**src/rtl/axis_addr_reader.sv**
```systemverilog
// Address-stream to AXI4-Lite read bridge: one AR per input address, read data streamed out in order.
// Build option: define ERR_COUNT_EN to count non-OKAY read responses on err_count.
module axis_addr_reader #(
    parameter int MAX_OUTSTANDING = 4
) (
    input  logic        clk,
    input  logic        rst,
    input  logic [31:0] S_AXIS_TDATA,
    input  logic        S_AXIS_TVALID,
    input  logic        S_AXIS_TLAST,
    output logic        S_AXIS_TREADY,
    output logic [31:0] M_AXI_ARADDR,
    output logic        M_AXI_ARVALID,
    input  logic        M_AXI_ARREADY,
    output logic [2:0]  M_AXI_ARPROT,
    input  logic [31:0] M_AXI_RDATA,
    input  logic [1:0]  M_AXI_RRESP,
    input  logic        M_AXI_RVALID,
    output logic        M_AXI_RREADY,
    output logic [31:0] M_AXIS_TDATA,
    output logic        M_AXIS_TLAST,
    output logic        M_AXIS_TVALID,
    input  logic        M_AXIS_TREADY,
    output logic [15:0] err_count
);
    localparam int CNT_W = $clog2(MAX_OUTSTANDING + 1);
    localparam int PTR_W = $clog2(MAX_OUTSTANDING);
    localparam logic [CNT_W-1:0] MAX_CNT = CNT_W'(MAX_OUTSTANDING);

    logic [CNT_W-1:0]           outstanding;
    logic [MAX_OUTSTANDING-1:0] tag_mem;
    logic [PTR_W-1:0]           tag_wr_ptr;
    logic [PTR_W-1:0]           tag_rd_ptr;
    logic                       s_fire;
    logic                       r_fire;
    logic                       m_fire;

    // Outstanding counts until the beat leaves M_AXIS, so it also bounds the tag FIFO occupancy.
    assign S_AXIS_TREADY = !rst && (outstanding < MAX_CNT) && (!M_AXI_ARVALID || M_AXI_ARREADY);
    assign M_AXI_RREADY  = !rst && (!M_AXIS_TVALID || M_AXIS_TREADY);
    assign M_AXI_ARPROT  = 3'b000;

    assign s_fire = S_AXIS_TVALID && S_AXIS_TREADY;
    assign r_fire = M_AXI_RVALID && M_AXI_RREADY;
    assign m_fire = M_AXIS_TVALID && M_AXIS_TREADY;

    // NOTE: state is updated with non-blocking assignments so every block sees pre-edge values.
    always_ff @(posedge clk) begin
        if (rst) begin
            M_AXI_ARVALID <= 1'b0;
            M_AXI_ARADDR  <= '0;
        end else if (s_fire) begin
            M_AXI_ARVALID <= 1'b1;
            M_AXI_ARADDR  <= S_AXIS_TDATA;
        end else if (M_AXI_ARREADY) begin
            M_AXI_ARVALID <= 1'b0;
        end
    end

    always_ff @(posedge clk) begin
        if (rst) begin
            outstanding <= '0;
        end else begin
            case ({s_fire, m_fire})
                2'b10:   outstanding <= outstanding + CNT_W'(1);
                2'b01:   outstanding <= outstanding - CNT_W'(1);
                default: outstanding <= outstanding;
            endcase
        end
    end

    // NOTE: the tag store is only MAX_OUTSTANDING flops, so it is cleared along with its pointers.
    always_ff @(posedge clk) begin
        if (rst) begin
            tag_mem    <= '0;
            tag_wr_ptr <= '0;
            tag_rd_ptr <= '0;
        end else begin
            if (s_fire) begin
                tag_mem[tag_wr_ptr] <= S_AXIS_TLAST;
                tag_wr_ptr          <= tag_wr_ptr + PTR_W'(1);
            end
            if (r_fire) begin
                tag_rd_ptr <= tag_rd_ptr + PTR_W'(1);
            end
        end
    end

    always_ff @(posedge clk) begin
        if (rst) begin
            M_AXIS_TVALID <= 1'b0;
            M_AXIS_TDATA  <= '0;
            M_AXIS_TLAST  <= 1'b0;
        end else if (r_fire) begin
            M_AXIS_TVALID <= 1'b1;
            M_AXIS_TDATA  <= M_AXI_RDATA;
            M_AXIS_TLAST  <= tag_mem[tag_rd_ptr];
        end else if (m_fire) begin
            M_AXIS_TVALID <= 1'b0;
        end
    end

`ifdef ERR_COUNT_EN
    always_ff @(posedge clk) begin
        if (rst) begin
            err_count <= '0;
        end else if (r_fire && (M_AXI_RRESP != 2'b00) && (err_count != 16'hFFFF)) begin
            err_count <= err_count + 16'd1;
        end
    end
`else
    // Response code is deliberately ignored in this build; data is forwarded either way.
    logic unused_rresp;
    assign unused_rresp = ^M_AXI_RRESP;
    assign err_count    = 16'h0000;
`endif

endmodule
```
**config.mk**
```make
export PLATFORM = sky130hd
export DESIGN_NAME = axis_addr_reader
export DESIGN_NICKNAME = d
export VERILOG_FILES = /design/src/rtl/axis_addr_reader.sv
export SDC_FILE = /design/constraint.sdc
export NUM_CORES = 1
export LEC_CHECK = 0
export CORE_MARGIN = 2
export CORE_UTILIZATION = 38
export CTS_CLUSTER_DIAMETER = 50
export DETAILED_ROUTE_END_ITERATION = 8
export PLACE_DENSITY_LB_ADDON = 0.15
export SYNTH_ARGS = -nofsm -noshare
export SYNTH_HDL_FRONTEND = slang
export SYNTH_SLANG_ARGS = --single-unit
```
**constraint.sdc**
```tcl
create_clock -name clk -period 2.22 [get_ports clk]
set_clock_uncertainty 0.05 [all_clocks]
set_input_delay 0.444 -clock clk [delete_from_list [all_inputs] [get_ports clk]]
set_output_delay 0.444 -clock clk [all_outputs]
set_load 0.02 [all_outputs]
```
Word-level counts from Yosys, hierarchy flattened. Index checks and enable logic that the tools add are counted.

Order comparisons: 4. Add/sub/neg operators: 4. Equal/unequal tests: 2. Reductions and logical operators: 15. Mux-type cells: 10.

Operators by type and width (count): logical AND 1 bit (7); < comparator 2 x 3 -> 1 bit, second input constant (2); two-way mux 1 bit (6); case mux 3 bit (2 select lines) (1); nonzero test 2 bit (3); adder 2 x 1 -> 2 bit, second input constant (2); bitwise mux 4 bit (1); adder 3 x 1 -> 3 bit, second input constant (1); logical NOT 1 bit (3); < comparator 3 bit, second input constant (1); subtractor 3 x 1 -> 3 bit, second input constant (1); binary-select mux 1 bit (select 2 bit) (1); demux 1 bit (select 2 bit) (1); equality test 2 x 1 -> 1 bit, second input constant (1); equality test 2 bit, second input constant (1); >= comparator 2 x 1 -> 1 bit, second input constant (1); logical OR 1 bit (2).

Logic and storage cells: 44. Register bits after elaboration: 78.

Longest topological paths before layout. Gate-level depths: netlist of the first run.

Word-level depth: 6. Gate-level depth with buffers: 10.

Worst setup path after synthesis of the first run. No wires, ideal clock.

Kind: input to register. Start: in M_AXI_ARREADY. End: reg outstanding[2]. Arrival time: 2032 ps. Buffers on the path: 1. Setup slack: 68 ps. Setup time: 70 ps. Cell stages on the path: 9. Path through: nand2b_1 buf_4 nand3_1 ha_1 inv_1 fa_1 xor2_1 or3_1 a21oi_1.

Longest elaborated chain between the ends: 5. Elaborated cells on any way between the ends: 7. Those cells by class: eq/ne: 2; mux: 1; reduce/logical: 4.

RTL lines: start: declaration (RTL line 14) `input logic M_AXI_ARREADY,`; logical OR 1 bit (*) (RTL line 39) `assign S_AXIS_TREADY = !rst && (outstanding < MAX_CNT) && (!M_AXI_ARVALID || M_AXI_ARREADY);`; logical AND 1 bit (*) (RTL line 39); logical AND 1 bit (*) (RTL line 43) `assign s_fire = S_AXIS_TVALID && S_AXIS_TREADY;`; equality test 2 x 1 -> 1 bit or equality test 2 bit (tied branches) (RTL line 64) `case ({s_fire, m_fire})`; case mux 3 bit (2 select lines) or nonzero test 2 bit (tied branches); end signal: assignment (RTL line 65) `2'b10: outstanding <= outstanding + CNT_W'(1);`; end signal: assignment (RTL line 66) `2'b01: outstanding <= outstanding - CNT_W'(1);`; end signal: assignment (RTL line 67) `default: outstanding <= outstanding;`; end: declaration (RTL line 30) `logic [CNT_W-1:0] outstanding;`.

Mark *: on every way between the ends. The rest lies on a longest branch, timed or not. A chain may end at the register's enable or synchronous reset.

Final worst setup path of the first run. Same ends and word-level chain as after synthesis.

==> results of run 1 <==
[cell type report]
cell class | count | area (um2) | area share [%]
clock buffer | 10 | 138 | 2.59
clock inverter | 6 | 68.8 | 1.30
inverter | 41 | 154 | 2.90
multi-input combinational | 234 | 1660 | 31.3
sequential | 78 | 1560 | 29.4
tap | 129 | 161 | 3.04
timing repair buffer | 156 | 1560 | 29.4
[through the flow]
| stage | std cells | hold WS [ns] | worst slack, ns | instance area, um2 | utilization [%] |
|---|---|---|---|---|---|
| finish | 654 | 0.422 | 0.106 | 5300 | 57.1 |
| floorplan | 414 | 0.402 | 0.0685 | 3740 | - |
| detailed placement | 638 | 0.414 | -0.274 | 5090 | 54.8 |
| global placement | 638 | 0.404 | -0.248 | 5090 | 54.8 |
| CTS | 654 | 0.427 | 0.0644 | 5290 | 57.0 |
| global route | 654 | 0.445 | 0.0415 | 5300 | 57.1 |
[registers in the layout (all words and copies together), names as in the netlist]
name and cells:
M_AXIS_TDATA 32, outstanding 3, M_AXIS_TLAST 1, tag_rd_ptr 2, M_AXI_ARADDR 32, M_AXI_ARVALID 1
tag_mem 4, tag_wr_ptr 2, M_AXIS_TVALID 1
[final timing paths]
check,start,to,slack [ns],cells past startpoint
max,M_AXI_ARREADY,outstanding[2],0.11,9
min,M_AXI_ARADDR[24],M_AXI_ARADDR[24],0.42,2
max reg2reg,M_AXI_ARVALID,outstanding[2],0.34,8
min reg2reg,M_AXI_ARADDR[24],M_AXI_ARADDR[24],0.42,2
[cells by family after synthesis]
logic type | after synthesis
AO/OA/AOI/OAI | 142
XOR/XNOR | 2
adder cells (fa/ha/maj) | 6
buffers and inverters | 102
flip-flops | 78
multiplexers | 5
other | 1
AND/OR/NAND/NOR | 60
[routing by layer]
metal / vias up / GRT usage [%]
li1: 1642 / -
met1: 1561 / 24.3
met2: 126 / 30.1
met3: 20 / 4.86
met4: 0 / 7.49
met5: - / 0
[placed cells by master, fill, tap and decap left out, types with 2 or more instances in the layout]
cell type        count
nand4_1             38
clkdlybuf4s50_1    136
o211ai_1            33
inv_1               38
a21oi_1             37
buf_4               13
o31ai_1              5
o21ai_0              3
xor2_1               2
nor2_1               5
clkinv_4             2
dfxtp_1             78
o21a_1               2
mux2_1               4
a31oi_1              2
buf_12               4
inv_2                3
nor4_1               2
o21ai_1             30
o31ai_2             29
ha_1                 5
clkbuf_8            10
nor2b_1              4
dlygate4sd2_1        2
conb_1              19
[worst reg2reg max path, cell delays in order (launching register included)]
cell and delay (ns):
dfxtp_1 0.41, nand2b_4 0.07, nand3_2 0.08, ha_1 0.17, inv_1 0.06, fa_1 0.37
xor2_1 0.15, or3_1 0.30, a21oi_1 0.14
[power groups by stage]
stage          Sequential, mW  Combinational (mW)  Clock (mW)
3_5_place_dp             1.56               0.705           0
6_report                 1.53               0.703        1.10
3_3_place_gp             1.56               0.700           0
4_1_cts                  1.53               0.707        1.13
5_1_grt                  1.54               0.761        1.19
2_1_floorplan            1.64               0.318           0
==> summary.md, run 1 <==
| Metric | Value |
|---|---|
| Number of synthesized flops with an enable pin | 0 |
| Clk pwr share | 32.9% |
| Mux share of post-synthesis cell area | 1.84% |
| DR iter-0 viols | 145 |
| Met1 WL | around 4.3 mm |
| Synth async-reset ratio | 0% |
| Psw | 0.960 mW |
| Overall Global Routing Usage | 18.8% |
| Core area | 9280 um2 |
| IO buf count | 139 |
| Int Power | roughly 2.4 mW |
| FP Rows | 35 |
| Gp weighted congestion | 0.803 |
| DR vias/cell | approximately 5.1 |
| Final nets | roughly 600 |
| Max Slew Vio Count | 0 |
| WL met3 | 650 um |
| DRT Pass-1 Iters | 4 |
| H-tree depth | 3 |
| Sequential Power Share | 46.0% |
| Post-Synthesis Cells | 396 |
| Worst slew pin tran | 0.629 ns |
| FILL cells | 869 |
| Post-synth cell types | 33 |
| Setup crit end kind | flip-flop |
| # DRC | 0 |
| FMAX | 0.473 GHz |
| Post-Route WL | about 9.6 mm |
| ANT nets after route | 0 |
| RSZ-0062 raised after global routing | false |
| Max incr delay on CP | around 0.45 ns |
| Met2 wire length | 4.41 mm |
| Die Span Y | 102 um |
| Adder-cell share of the synthesized area | under 10% |
| Wirelength per Cell | 14.7 um |
| Grt total ovfl | 0 |
| Largest net degree at the start of global routing | 40 |
| Synthesized flop and latch total | 78 |
| Setup bufs post-CTS | 0 |
| Starting Density | between 30% and 40% |
| DP HPWL | 6.42 mm |
| Top cell type by total area after synthesis | dfxtp_1 |
| Main synth FF type | dfxtp_1 |
| Area share of the largest cell type after synthesis | 42.6% |
| P&R area growth vs syn | 44.5% |
| Total die area | 10500 um2 |
| Pleak | 1.96 nW |
| Slowest CP cell | clkdlybuf4s50_1 |
| CP bufs+invs | 2 |
| CP delay by family, top | simple AND/OR/NAND/NOR gates |
| Most common cell in the synthesized netlist | dfxtp_1 |
| Most common library cells after synthesis | 78 x dfxtp_1, 38 x inv_1, 38 x nand4_1 |
| Overall power | roughly 3.3 mW |
| CTS max path bufs | 2 |
| Crit path required time | 2.44 ns |
| Simple-Gate Fraction of Synth Area | about a tenth |
| Mean post-synth cell area | 9.27 um2 |
| CTS Buf Count | 9 |
| Final hold vios | 0 |
| Io pins | 161 |
| Die width | approximately 100 um |
| Sw Share | ~29% |
| Status | finished clean |
| First-pass GRT wire length | 15.8 mm |
| Mapped Area | 3670 um2 |
| Fin crit share | 95.2% |
| Final setup fails | 0 |
| Crit path DAT | 2.33 ns |
| Clk sinks | 78 |
| CTS tree | yes |
| XOR/XNOR share of the synthesized area | 0.477% |
| Synth area leaders | dfxtp_1 43%, o31ai_2 9.9%, o211ai_1 6.8% |
| Initial antenna violation count | 0 |
| Ant diodes | 0 |
| Largest family of logic cells by synthesized area | compound AO/OA/AOI/OAI gates |
| Combinational power share | 21.1% |
| Max Cap Viol | 0 |
| Synth Area in Compound Gates | 28.2% |
| Relative slew slack | 58.0% |
| Post-synthesis sequential area ratio | 42.6% |
| Worst Hold Class | flip-flop to flip-flop |
| Clk pin slew, worst setup/hold paths | 0.08 ns |
| Hold Buf Count CTS | 0 |
| Crit Path Category | primary input to flip-flop |
| CP Cell Sequence | clkdlybuf4s50_1 -> nand2b_4 -> nand3_2 -> ha_1 -> inv_1 -> fa_1 -> xor2_1 -> or3_1 -> a21oi_1 |
| Vias in the first global route | 3330 |
| Yosys warnings | 0 |
| Setup TNS | 0 ns |
| Total vias in the final route | 3349 |
| Resize count post-CTS | 2 |
| VDD IR max | 0.000326 V |
| Tmin final | between 2 and 2.5 ns |
| Top routing layer used | met4 |
| Type of origin of the critical path | primary input |
| Root buf cell | clkbuf_8 |
| Power per cell area | 628 nW/um2 |
| Crit-path max FO | 2 |
| Clock Latency Late Sink | 0.34 ns |
| Layout cells sized above 1 | 13.9% |
Note: power is estimated with default switching activity, not from simulation.
==> run 2, diff against run 1 <==
ABC_CLOCK_PERIOD_IN_PS = 2220   (was unset)
TNS_END_PERCENT = 30   (was unset)
==> results of run 2 <==
Final layout, timing and power as in run 1 (identical DEF).
